### src/rtl/iob_uart_core_fifo.sv
// iob_uart_core_fifo: UART with configurable framing, TX/RX FIFOs, RTS/CTS flow control and sticky error flags
module iob_uart_core_fifo #(
    parameter int DIV_W      = 16,
    parameter int TXF_ADDR_W = 2,
    parameter int RXF_ADDR_W = 2
) (
    input  logic                  clk_i,
    input  logic                  rst_i,
    input  logic                  rst_soft_i,
    input  logic                  tx_en_i,
    input  logic                  rx_en_i,
    input  logic [1:0]            data_bits_i,
    input  logic [1:0]            parity_i,
    input  logic                  stop2_i,
    input  logic [DIV_W-1:0]      bit_duration_i,
    input  logic [7:0]            tx_data_i,
    input  logic                  data_write_en_i,
    output logic                  tx_ready_o,
    output logic                  tx_idle_o,
    output logic [7:0]            rx_data_o,
    output logic                  rx_ready_o,
    input  logic                  data_read_en_i,
    output logic [RXF_ADDR_W:0]   rx_level_o,
    input  logic                  err_clr_i,
    output logic                  parity_err_o,
    output logic                  frame_err_o,
    output logic                  overrun_err_o,
    input  logic                  rs232_rxd_i,
    output logic                  rs232_txd_o,
    input  logic                  rs232_cts_i,
    output logic                  rs232_rts_o
);
    localparam int RD = 2 ** RXF_ADDR_W;
    typedef enum logic [2:0] {IDLE, START, DATA, PARITY, STOP} state_t;
    logic rst, rxd;
    assign rst = rst_i | rst_soft_i;
    // rxs_q[2] is one cycle older than the synchronised rxd and feeds start-edge detection
    logic [2:0] rxs_q;
    logic [1:0] cts_q;
    assign rxd = rxs_q[1];
    always_ff @(posedge clk_i) begin
        if (rst) begin
            rxs_q <= '1;
            cts_q <= '0;
        end else begin
            rxs_q <= {rxs_q[1:0], rs232_rxd_i};
            cts_q <= {cts_q[0], rs232_cts_i};
        end
    end
    logic [7:0]          txf_mem_q [2**TXF_ADDR_W];
    logic [TXF_ADDR_W-1:0] txf_wp_q, txf_rp_q;
    logic [TXF_ADDR_W:0]   txf_cnt_q;
    logic txf_full, txf_empty, txf_push, tx_pop;
    assign txf_full   = txf_cnt_q[TXF_ADDR_W];
    assign txf_empty  = txf_cnt_q == '0;
    assign txf_push   = data_write_en_i & ~txf_full;
    assign tx_ready_o = tx_en_i & ~txf_full & ~rst;
    always_ff @(posedge clk_i) if (txf_push) txf_mem_q[txf_wp_q] <= tx_data_i;
    always_ff @(posedge clk_i) begin
        if (rst) begin
            txf_wp_q  <= '0;
            txf_rp_q  <= '0;
            txf_cnt_q <= '0;
        end else begin
            txf_wp_q  <= txf_wp_q + TXF_ADDR_W'(txf_push);
            txf_rp_q  <= txf_rp_q + TXF_ADDR_W'(tx_pop);
            txf_cnt_q <= txf_cnt_q + (TXF_ADDR_W+1)'(txf_push) - (TXF_ADDR_W+1)'(tx_pop);
        end
    end
    state_t tx_st_q, tx_st_d;
    logic [DIV_W-1:0] tx_cnt_q, tx_cnt_d, tx_div_q, tx_div_d;
    logic [2:0] tx_bit_q, tx_bit_d;
    logic [7:0] tx_sh_q, tx_sh_d, tx_mask, tx_word;
    logic [1:0] tx_nb_q, tx_nb_d;
    logic tx_pen_q, tx_pen_d, tx_par_q, tx_par_d, tx_s2_q, tx_s2_d, txd_q, txd_d, tx_last;
    assign tx_mask     = 8'hFF >> (2'd3 - data_bits_i);
    assign tx_word     = txf_mem_q[txf_rp_q] & tx_mask;
    assign tx_last     = tx_cnt_q == tx_div_q - DIV_W'(1);
    assign tx_idle_o   = tx_en_i & txf_empty & (tx_st_q == IDLE) & ~rst;
    assign rs232_txd_o = txd_q;
    always_comb begin
        tx_st_d  = tx_st_q;
        tx_cnt_d = tx_cnt_q + DIV_W'(1);
        tx_div_d = tx_div_q;
        tx_bit_d = tx_bit_q;
        tx_sh_d  = tx_sh_q;
        tx_nb_d  = tx_nb_q;
        tx_pen_d = tx_pen_q;
        tx_par_d = tx_par_q;
        tx_s2_d  = tx_s2_q;
        tx_pop   = 1'b0;
        case (tx_st_q)
            IDLE: if (tx_en_i && !txf_empty && cts_q[1]) begin
                tx_pop   = 1'b1;
                tx_st_d  = START;
                tx_cnt_d = '0;
                tx_div_d = bit_duration_i;
                tx_nb_d  = data_bits_i;
                tx_pen_d = parity_i[0] ^ parity_i[1];
                tx_s2_d  = stop2_i;
                tx_sh_d  = tx_word;
                tx_par_d = ^tx_word ^ (parity_i == 2'd2);
            end
            START: if (tx_last) begin
                tx_st_d  = DATA;
                tx_cnt_d = '0;
                tx_bit_d = '0;
            end
            DATA: if (tx_last) begin
                tx_cnt_d = '0;
                tx_sh_d  = tx_sh_q >> 1;
                tx_bit_d = tx_bit_q + 3'd1;
                if (tx_bit_q == {1'b1, tx_nb_q}) begin
                    tx_st_d  = tx_pen_q ? PARITY : STOP;
                    tx_bit_d = '0;
                end
            end
            PARITY: if (tx_last) begin
                tx_st_d  = STOP;
                tx_cnt_d = '0;
                tx_bit_d = '0;
            end
            STOP: if (tx_last) begin
                tx_cnt_d = '0;
                tx_bit_d = 3'd1;
                tx_st_d  = (tx_s2_q && tx_bit_q == 3'd0) ? STOP : IDLE;
            end
            default: tx_st_d = IDLE;
        endcase
        // txd is registered from the next state so the start bit lands one cycle after the pop
        txd_d = (tx_st_d == START) ? 1'b0 : (tx_st_d == DATA) ? tx_sh_d[0] : (tx_st_d == PARITY) ? tx_par_d : 1'b1;
    end
    always_ff @(posedge clk_i) begin
        if (rst) begin
            tx_st_q  <= IDLE;
            tx_cnt_q <= '0;
            tx_div_q <= '0;
            tx_bit_q <= '0;
            tx_sh_q  <= '0;
            tx_nb_q  <= '0;
            tx_pen_q <= 1'b0;
            tx_par_q <= 1'b0;
            tx_s2_q  <= 1'b0;
            txd_q    <= 1'b1;
        end else begin
            tx_st_q  <= tx_st_d;
            tx_cnt_q <= tx_cnt_d;
            tx_div_q <= tx_div_d;
            tx_bit_q <= tx_bit_d;
            tx_sh_q  <= tx_sh_d;
            tx_nb_q  <= tx_nb_d;
            tx_pen_q <= tx_pen_d;
            tx_par_q <= tx_par_d;
            tx_s2_q  <= tx_s2_d;
            txd_q    <= txd_d;
        end
    end
    state_t rx_st_q, rx_st_d;
    logic [DIV_W-1:0] rx_cnt_q, rx_cnt_d, rx_div_q, rx_div_d, rx_half;
    logic [2:0] rx_bit_q, rx_bit_d;
    logic [7:0] rx_sh_q, rx_sh_d;
    logic [1:0] rx_nb_q, rx_nb_d, rx_pm_q, rx_pm_d;
    logic rx_last, rx_push, perr_set, ferr_set;
    assign rx_last = rx_cnt_q == rx_div_q - DIV_W'(1);
    assign rx_half = (rx_div_q >> 1) - DIV_W'(1);
    always_comb begin
        rx_st_d  = rx_st_q;
        rx_cnt_d = rx_cnt_q + DIV_W'(1);
        rx_div_d = rx_div_q;
        rx_bit_d = rx_bit_q;
        rx_sh_d  = rx_sh_q;
        rx_nb_d  = rx_nb_q;
        rx_pm_d  = rx_pm_q;
        rx_push  = 1'b0;
        perr_set = 1'b0;
        ferr_set = 1'b0;
        case (rx_st_q)
            IDLE: if (rx_en_i && rxs_q[2] && !rxd) begin
                rx_st_d  = START;
                rx_cnt_d = '0;
                rx_div_d = bit_duration_i;
                rx_nb_d  = data_bits_i;
                rx_pm_d  = parity_i;
                rx_sh_d  = '0;
            end
            START: if (rx_cnt_q == rx_half) begin
                rx_st_d  = rxd ? IDLE : DATA;
                rx_cnt_d = '0;
                rx_bit_d = '0;
            end
            DATA: if (rx_last) begin
                rx_cnt_d          = '0;
                rx_sh_d[rx_bit_q] = rxd;
                rx_bit_d          = rx_bit_q + 3'd1;
                if (rx_bit_q == {1'b1, rx_nb_q}) rx_st_d = (rx_pm_q[0] ^ rx_pm_q[1]) ? PARITY : STOP;
            end
            PARITY: if (rx_last) begin
                rx_st_d  = STOP;
                rx_cnt_d = '0;
                perr_set = rxd != (^rx_sh_q ^ (rx_pm_q == 2'd2));
            end
            STOP: if (rx_last) begin
                rx_st_d  = IDLE;
                rx_push  = rx_en_i;
                ferr_set = ~rxd;
            end
            default: rx_st_d = IDLE;
        endcase
        if (!rx_en_i) rx_st_d = IDLE;
    end
    always_ff @(posedge clk_i) begin
        if (rst) begin
            rx_st_q  <= IDLE;
            rx_cnt_q <= '0;
            rx_div_q <= '0;
            rx_bit_q <= '0;
            rx_sh_q  <= '0;
            rx_nb_q  <= '0;
            rx_pm_q  <= '0;
        end else begin
            rx_st_q  <= rx_st_d;
            rx_cnt_q <= rx_cnt_d;
            rx_div_q <= rx_div_d;
            rx_bit_q <= rx_bit_d;
            rx_sh_q  <= rx_sh_d;
            rx_nb_q  <= rx_nb_d;
            rx_pm_q  <= rx_pm_d;
        end
    end
    logic [7:0]            rxf_mem_q [RD];
    logic [RXF_ADDR_W-1:0] rxf_wp_q, rxf_rp_q;
    logic [RXF_ADDR_W:0]   rxf_cnt_q;
    logic rxf_empty, rxf_full, rxf_pop, rxf_wr, ovr_set;
    logic rts_q, perr_q, ferr_q, ovr_q;
    assign rxf_empty = rxf_cnt_q == '0;
    assign rxf_full  = rxf_cnt_q[RXF_ADDR_W];
    assign rxf_pop   = data_read_en_i & ~rxf_empty;
    // a pop frees the slot a same-cycle push into a full FIFO needs
    assign rxf_wr    = rx_push & (~rxf_full | rxf_pop);
    assign ovr_set   = rx_push & rxf_full & ~rxf_pop;
    assign rx_data_o     = rxf_empty ? 8'h00 : rxf_mem_q[rxf_rp_q];
    assign rx_ready_o    = ~rxf_empty;
    assign rx_level_o    = rxf_cnt_q;
    assign rs232_rts_o   = rts_q;
    assign parity_err_o  = perr_q;
    assign frame_err_o   = ferr_q;
    assign overrun_err_o = ovr_q;
    always_ff @(posedge clk_i) if (rxf_wr) rxf_mem_q[rxf_wp_q] <= rx_sh_q;
    always_ff @(posedge clk_i) begin
        if (rst) begin
            rxf_wp_q  <= '0;
            rxf_rp_q  <= '0;
            rxf_cnt_q <= '0;
            rts_q     <= 1'b0;
            perr_q    <= 1'b0;
            ferr_q    <= 1'b0;
            ovr_q     <= 1'b0;
        end else begin
            rxf_wp_q  <= rxf_wp_q + RXF_ADDR_W'(rxf_wr);
            rxf_rp_q  <= rxf_rp_q + RXF_ADDR_W'(rxf_pop);
            rxf_cnt_q <= rxf_cnt_q + (RXF_ADDR_W+1)'(rxf_wr) - (RXF_ADDR_W+1)'(rxf_pop);
            rts_q     <= rx_en_i && (rxf_cnt_q < (RXF_ADDR_W+1)'(RD - 1));
            perr_q    <= perr_set | (perr_q & ~err_clr_i);
            ferr_q    <= ferr_set | (ferr_q & ~err_clr_i);
            ovr_q     <= ovr_set | (ovr_q & ~err_clr_i);
        end
    end
endmodule

### config.mk
export PLATFORM = sky130hd
export DESIGN_NAME = iob_uart_core_fifo
export DESIGN_NICKNAME = d
export VERILOG_FILES = /design/src/rtl/iob_uart_core_fifo.sv
export SDC_FILE = /design/constraint.sdc
export NUM_CORES = 1
export LEC_CHECK = 0
export BUFFER_PORTS_ARGS = -buffer_cell sky130_fd_sc_hd__buf_4
export CAP_MARGIN = 20
export CORE_MARGIN = 2
export CORE_UTILIZATION = 55
export CTS_BUF_LIST = sky130_fd_sc_hd__clkbuf_16
export CTS_CLUSTER_DIAMETER = 50
export CTS_CLUSTER_SIZE = 20
export DETAILED_ROUTE_END_ITERATION = 8
export PLACE_DENSITY = 0.74
export RECOVER_POWER = 100
export SLEW_MARGIN = 40
export SYNTH_ARGS = -nofsm -noshare
export SYNTH_HDL_FRONTEND = slang
export SYNTH_SLANG_ARGS = --single-unit
### constraint.sdc
create_clock -name clk_i -period 3.3 [get_ports clk_i]
set_input_delay 0.495 -clock clk_i [delete_from_list [all_inputs] [get_ports clk_i]]
set_output_delay 0.495 -clock clk_i [all_outputs]
set_load 0.02 [all_outputs]
* After elaboration in Yosys (flattened, before gate mapping)
Memories as Yosys holds them, arrays and structs flattened. A register that Yosys moved wholly into a read port is not among the register bits.
Cells that the tools add are included.
** Cells by class
- Reduce and logical (&&, ||, !) cells :: 31
- Equal/unequal tests :: 29
- $add $sub $neg :: 16
- Muxes and demuxes :: 62
- Shifts and indexed selects :: 1
- Bitwise operators :: 31
- $lt $le $gt $ge :: 3
** Operators by type and width (count)
- two-way mux 16 bit :: 5
- two-way mux 3 bit :: 21
- == test 16 bit :: 3
- one-hot mux 16 bit (3 select lines) :: 1
- two-way mux 8 bit :: 5
- adder 16 x 1 -> 16 bit (second input constant) :: 2
- one-hot mux 16 bit (2 select lines) :: 1
- one-hot mux 8 bit (2 select lines) :: 2
- subtractor 16 x 1 -> 16 bit (second input constant) :: 2
- one-hot mux 3 bit (5 select lines) :: 2
- == test 3 x 2 -> 1 bit (second input constant) :: 6
- two-way mux 1 bit :: 18
- != test 2 bit (second input constant) :: 8
- parity 8 bit :: 2
- subtractor 15 x 1 -> 16 bit (second input constant) :: 1
- zero test 3 bit :: 5
- AND 1 bit :: 13
- == test 3 x 1 -> 1 bit (second input constant) :: 3
- one-hot mux 3 bit (3 select lines) :: 1
- AND reduction 3 bit :: 3
- adder 2 x 1 -> 2 bit :: 4
- AND 8 bit :: 1
- bitwise mux 8 bit :: 1
- NOT 1 bit :: 8
- other kinds (27) :: 55
** Storage, ports and cells
- Output and inout port bits :: 19
- Bits in writable memories :: 64
- Input bits :: 39
- Memories :: 2
- Flip-flop bits (word level) :: 125
- Logic and storage cells :: 205
** Memory list
- rxf_mem_q :: words 4, bits a word 8, read ports 1, clocked after Yosys merged registers in 1, write ports 1, line 230 : logic [7:0] rxf_mem_q [RD];
- txf_mem_q :: words 4, bits a word 8, read ports 1, clocked after Yosys merged registers in 1, write ports 1, line 50 : logic [7:0] txf_mem_q [2**TXF_ADDR_W];

* Logic depth before layout (Yosys ltp)
- Depth in word-level cells :: 10
- Depth in mapped cells :: 16
- Depth with buffers taken out :: 15

* Least setup slack after synthesis
OpenSTA, ideal clock, no wires.
- Path type :: register to register
- Start :: reg rx_div_q[1]
- End :: reg rxf_cnt_q[2], in the netlist rx_level_o[2]
- Clock period less this slack :: 3.608 ns
- Required time :: 3.172 ns
- Data arrival time :: 3.480 ns
- Buffers on the path :: 0
- Cell stages (with the launch flop) :: 16
- Path slack :: -0.308 ns
- Path through :: dfxtp_1 > inv_1 > ha_1 > or3b_1 > nor4_2 > a21oi_1 > nor4_1 > nand4_1 > nor3_1 > nand3_1 > ha_1 > inv_1 > ha_1 > fa_1 > xnor2_1 > nor2_1
** On the way
- Cells in the longest elaborated chain, start to end :: 7
** RTL lines
- start: declaration :: line 159 : logic [DIV_W-1:0] rx_cnt_q, rx_cnt_d, rx_div_q, rx_div_d, rx_half;
- start signal: assignment :: line 223 : rx_div_q <= rx_div_d;
- subtractor 16 x 1 -> 16 bit :: line 164 : assign rx_last = rx_cnt_q == rx_div_q - DIV_W'(1);
- == test 16 bit :: line 164
- two-way mux 1 bit :: line 202 : STOP: if (rx_last) begin
- two-way mux 1 bit :: line 177 : case (rx_st_q)
- AND 1 bit :: line 239 : assign rxf_wr = rx_push & (~rxf_full | rxf_pop);
- adder 3 x 1 -> 3 bit :: line 261 : rxf_cnt_q <= rxf_cnt_q + (RXF_ADDR_W+1)'(rxf_wr) - (RXF_ADDR_W+1)'(rxf_pop);
- subtractor 3 x 1 -> 3 bit :: line 261
- end signal: assignment :: line 261
- end: declaration :: line 232 : logic [RXF_ADDR_W:0] rxf_cnt_q;
No other way between the ends.
A chain may end at the register's enable or synchronous reset.

* Worst setup path in the final report
- Start :: reg rx_div_q[8]
- End :: reg rxf_cnt_q[2], in the netlist rx_level_o[2]
Same word-level chain as after synthesis.

==> flow_summary.yaml <==
outcome:
  status: "complete, but fails checks"
  violations: "negative setup slack"
clocking:
  clock_sinks: 189
  clk_pin_slew_ns: 0.08
  cts_tree: "done"
  clockBufferDepth: 2
  ctsRootBufferMaster: "clkbuf_16"
  clk_latency_ns: 0.43
  cts-buffers-inserted: 17
  cts.htree.levels: 4
  hold_buffers: 0
setup_path:
  cp-startpoint: "rx_div_q[8]"
  cp.depth: 13
  worst_setup_path_start_kind: "register"
  crit_chain: "or4_4 > nor4_4 > a21oi_2 > nor4_2 > nand4_1 > nor3_2 > nand3_1 > ha_1 > inv_1 > ha_2 > fa_2 > xnor2_1 > nor2_1"
  rr_endpoint: "rx_level_o[2]"
  critPathKind: "register to register"
  r2r_start: "rx_div_q[8]"
  arrival_ns: 3.65
  critPathSlowestCell: "or4_4"
  cp_top_family: "simple AND/OR/NAND/NOR gates"
  cp_slowest_stage_delay_ns: 0.55
  required_ns: 3.59
  endpoint_kind: "register"
  rr_worst_depth: 13
  r2r_slack_ns: -0.05
  critPathMaxFanout: 3
  setup.worst_path.end: "rx_level_o[2]"
  cp_num_buf_inv: 1
synth:
  synth-main-ff-cell: "dfxtp_1"
  synthCells: 1030
  synth-compound-area-share_pct: 11.6
  yosysSeqAreaShare_pct: 45.3
  synth_top_family_by_area: "simple AND/OR/NAND/NOR gates"
  yosysWarningCount: 0
  syn_nets: 1090
  synth_cell_types: 81
  synth_enable_flop_cells: 64
  synth_xor_xnor_area_share_pct: 9.87
  synthMuxAreaShare_pct: 4.61
  synth.cell_area_sq_um: 9760
  synthSimpleGateAreaFrac_pct: 21.6
  ys_ff_latch: 189
  syn_area_per_cell_sq_um: 9.48
  async_flop_share_pct: 0
  synthAdderAreaFrac_pct: 2.85
die:
  core_sq_um: 17300
  start_util_pct: 56.4
  std_cell_rows: 48
  chipWidth_microns: 137
  ios: 58
  die-height_microns: 137
  dieArea_sq_um: 18800
global_routing:
  grt_pass1_vias: 7149
  grt_max_degree: 69
  grt_usage_pct: 24.3
  grt_pass1_wl_microns: 35600
  overflow: 0
  antenna_found_initial: 0
sta:
  setup_viol: 2
  finalHoldViolCount: 0
  skew_ns: 0.00765
  fin_crit_sh_pct: 102
  min_period_ns: 3.35
  final.setup.worst_slack_ns: -0.0531
  grt_setup_unrepaired: "yes"
  worst_slew_pin_slew_ns: 0.783
  relSlewSlack_pct: 47.6
  timing.fmax_mhz: 298
  slew_violations: 0
  hold_ws_ns: 0.249
routing:
  drtIter0Drc: 741
  num_vias: 7833
  wl_per_cell_microns: 16.6
  drc: 0
  dr.pass1.iters: 5
  ant_nets: 0
  drt-total-wl_microns: 22600
  avgViaCountPerCell: 5.75
power:
  swShare_pct: 24.2
  power.switching_mw: 1.12
  p_leak_nw: 4.31
  internal_power_mw: 3.52
  power.total_mw: 4.64
  pwr-share-clk_pct: 43.6
  power.share.combinational_pct: 4.3
  p_seq_share_pct: 52.1
  power_density_nw_per_um2: 401
  ir_drop_mv: 0.389
run:
  maxCapViolCount: 0
placement:
  gp_congestion: 0.876
  portBuffers: 57
  pre_cts_slack_ns: -0.162
  dp.final_hpwl_microns: 16000
  post-place-cells: 1321
cells_and_area:
  postLayoutCoreUtil_pct: 67.0
  syn_to_final_growth_pct: 18.7
  post_route_cells_drive_above_1_share_pct: 20.7
  multi_input_area_sq_um: 5120
  stdcell_count: 1362
  layout_common_cells: "nand2_1, dfxtp_1, buf_4, nor2_1, a21oi_1"
  n_antenna_cell: 0
  final_common_cell: "nand2_1"
  fin_nets: 1184
  fillers: 1374
  ff_latch_area_sq_um: 4430
hold_path:
  hold_path_class: "primary input to register"
[flip-flops by register name (all words and copies together), names as in the netlist, 3 cells and up]
signal and cells:
txf_mem_q 32, rx_bit_q 3, tx_sh_q 8, tx_cnt_q 16, tx_div_q 16, rxf_mem_q 32
rx_sh_q 8, tx_st_q 3, rx_cnt_q 16, tx_bit_q 3, rxs_q 3, txf_cnt_q 3
rx_level_o 3, rx_div_q 16, rx_st_q 3
[metrics by stage]
stage               instance area [sq um]  TNS [ns]
floorplan                            9800   -0.0500
global placement                    10800    -0.173
detailed placement                  10800    -0.493
CTS                                 11500    -0.114
global route                        11600    -0.344
finish                              11600   -0.0932
[power groups by stage]
stage	clock (mW)	sequential, mW	combinational, mW
after CTS	2.06	2.42	0.200
after detailed placement	0	2.48	0.194
after global routing	2.13	2.42	0.214
after global placement	0	2.47	0.192
final	2.02	2.42	0.198
after floorplan	0	2.47	0.101
[area by class of cell]
class / instances / area share [%]
Sequential cell: 189 / 38.2
Timing Repair Buffer: 139 / 8.91
Multi-Input combinational cell: 744 / 44.2
Clock inverter: 15 / 1.45
Inverter: 33 / 1.09
Clock buffer: 17 / 3.67
Tap cell: 225 / 2.43
[repair_timing]
action	CTS	global route
setup buffers	4	7
gates resized for setup	10	29
pin swaps	9	15
endpoints found under the setup margin	18	83
[kinds of logic after synthesis]
group | after synthesis
AND/OR/NAND/NOR | 414
flip-flops | 189
AO/OA/AOI/OAI | 174
XOR/XNOR | 110
buffers and inverters | 97
multiplexers | 25
adder cells (fa/ha/maj) | 21
[cells in the mapped netlist (all sizes together), types with 13 or more instances]
cell type,n,area (sq um)
nand2,127,477
dfxtp,125,2500
nor2,99,382
a21oi,69,349
edfxtp,64,1920
xnor2,62,543
clkbuf,53,200
xor2,48,420
nand3,40,200
inv,33,124
o21ai,29,160
nor3,24,136
ha,19,238
and3,18,113
mux4,16,360
nor2b,14,90.1
and2,13,81.3
[worst min path at each step]
stage	startpoint	to	depth (start not counted)
6_report	rs232_rxd_i	rxs_q[0]	2
4_1_cts	rs232_rxd_i	rxs_q[0]	2
5_1_grt	rs232_rxd_i	rxs_q[0]	2
3_5_place_dp	rxs_q[0]	rxs_q[1]	1
3_3_place_gp	rxs_q[0]	rxs_q[1]	1
2_1_floorplan	rxs_q[0]	rxs_q[1]	1
[per-layer routing]
| layer | vias up | GRT usage, % | part of all wire, % |
|---|---|---|---|
| met5 | - | 0 | 0 |
| met4 | 0 | 7.45 | 2.0 |
| met3 | 33 | 3.68 | 4.4 |
| met2 | 207 | 39.6 | 48 |
| met1 | 3777 | 33.6 | 46 |
| li1 | 3816 | - | - |
(Power assumes the default switching activity.)
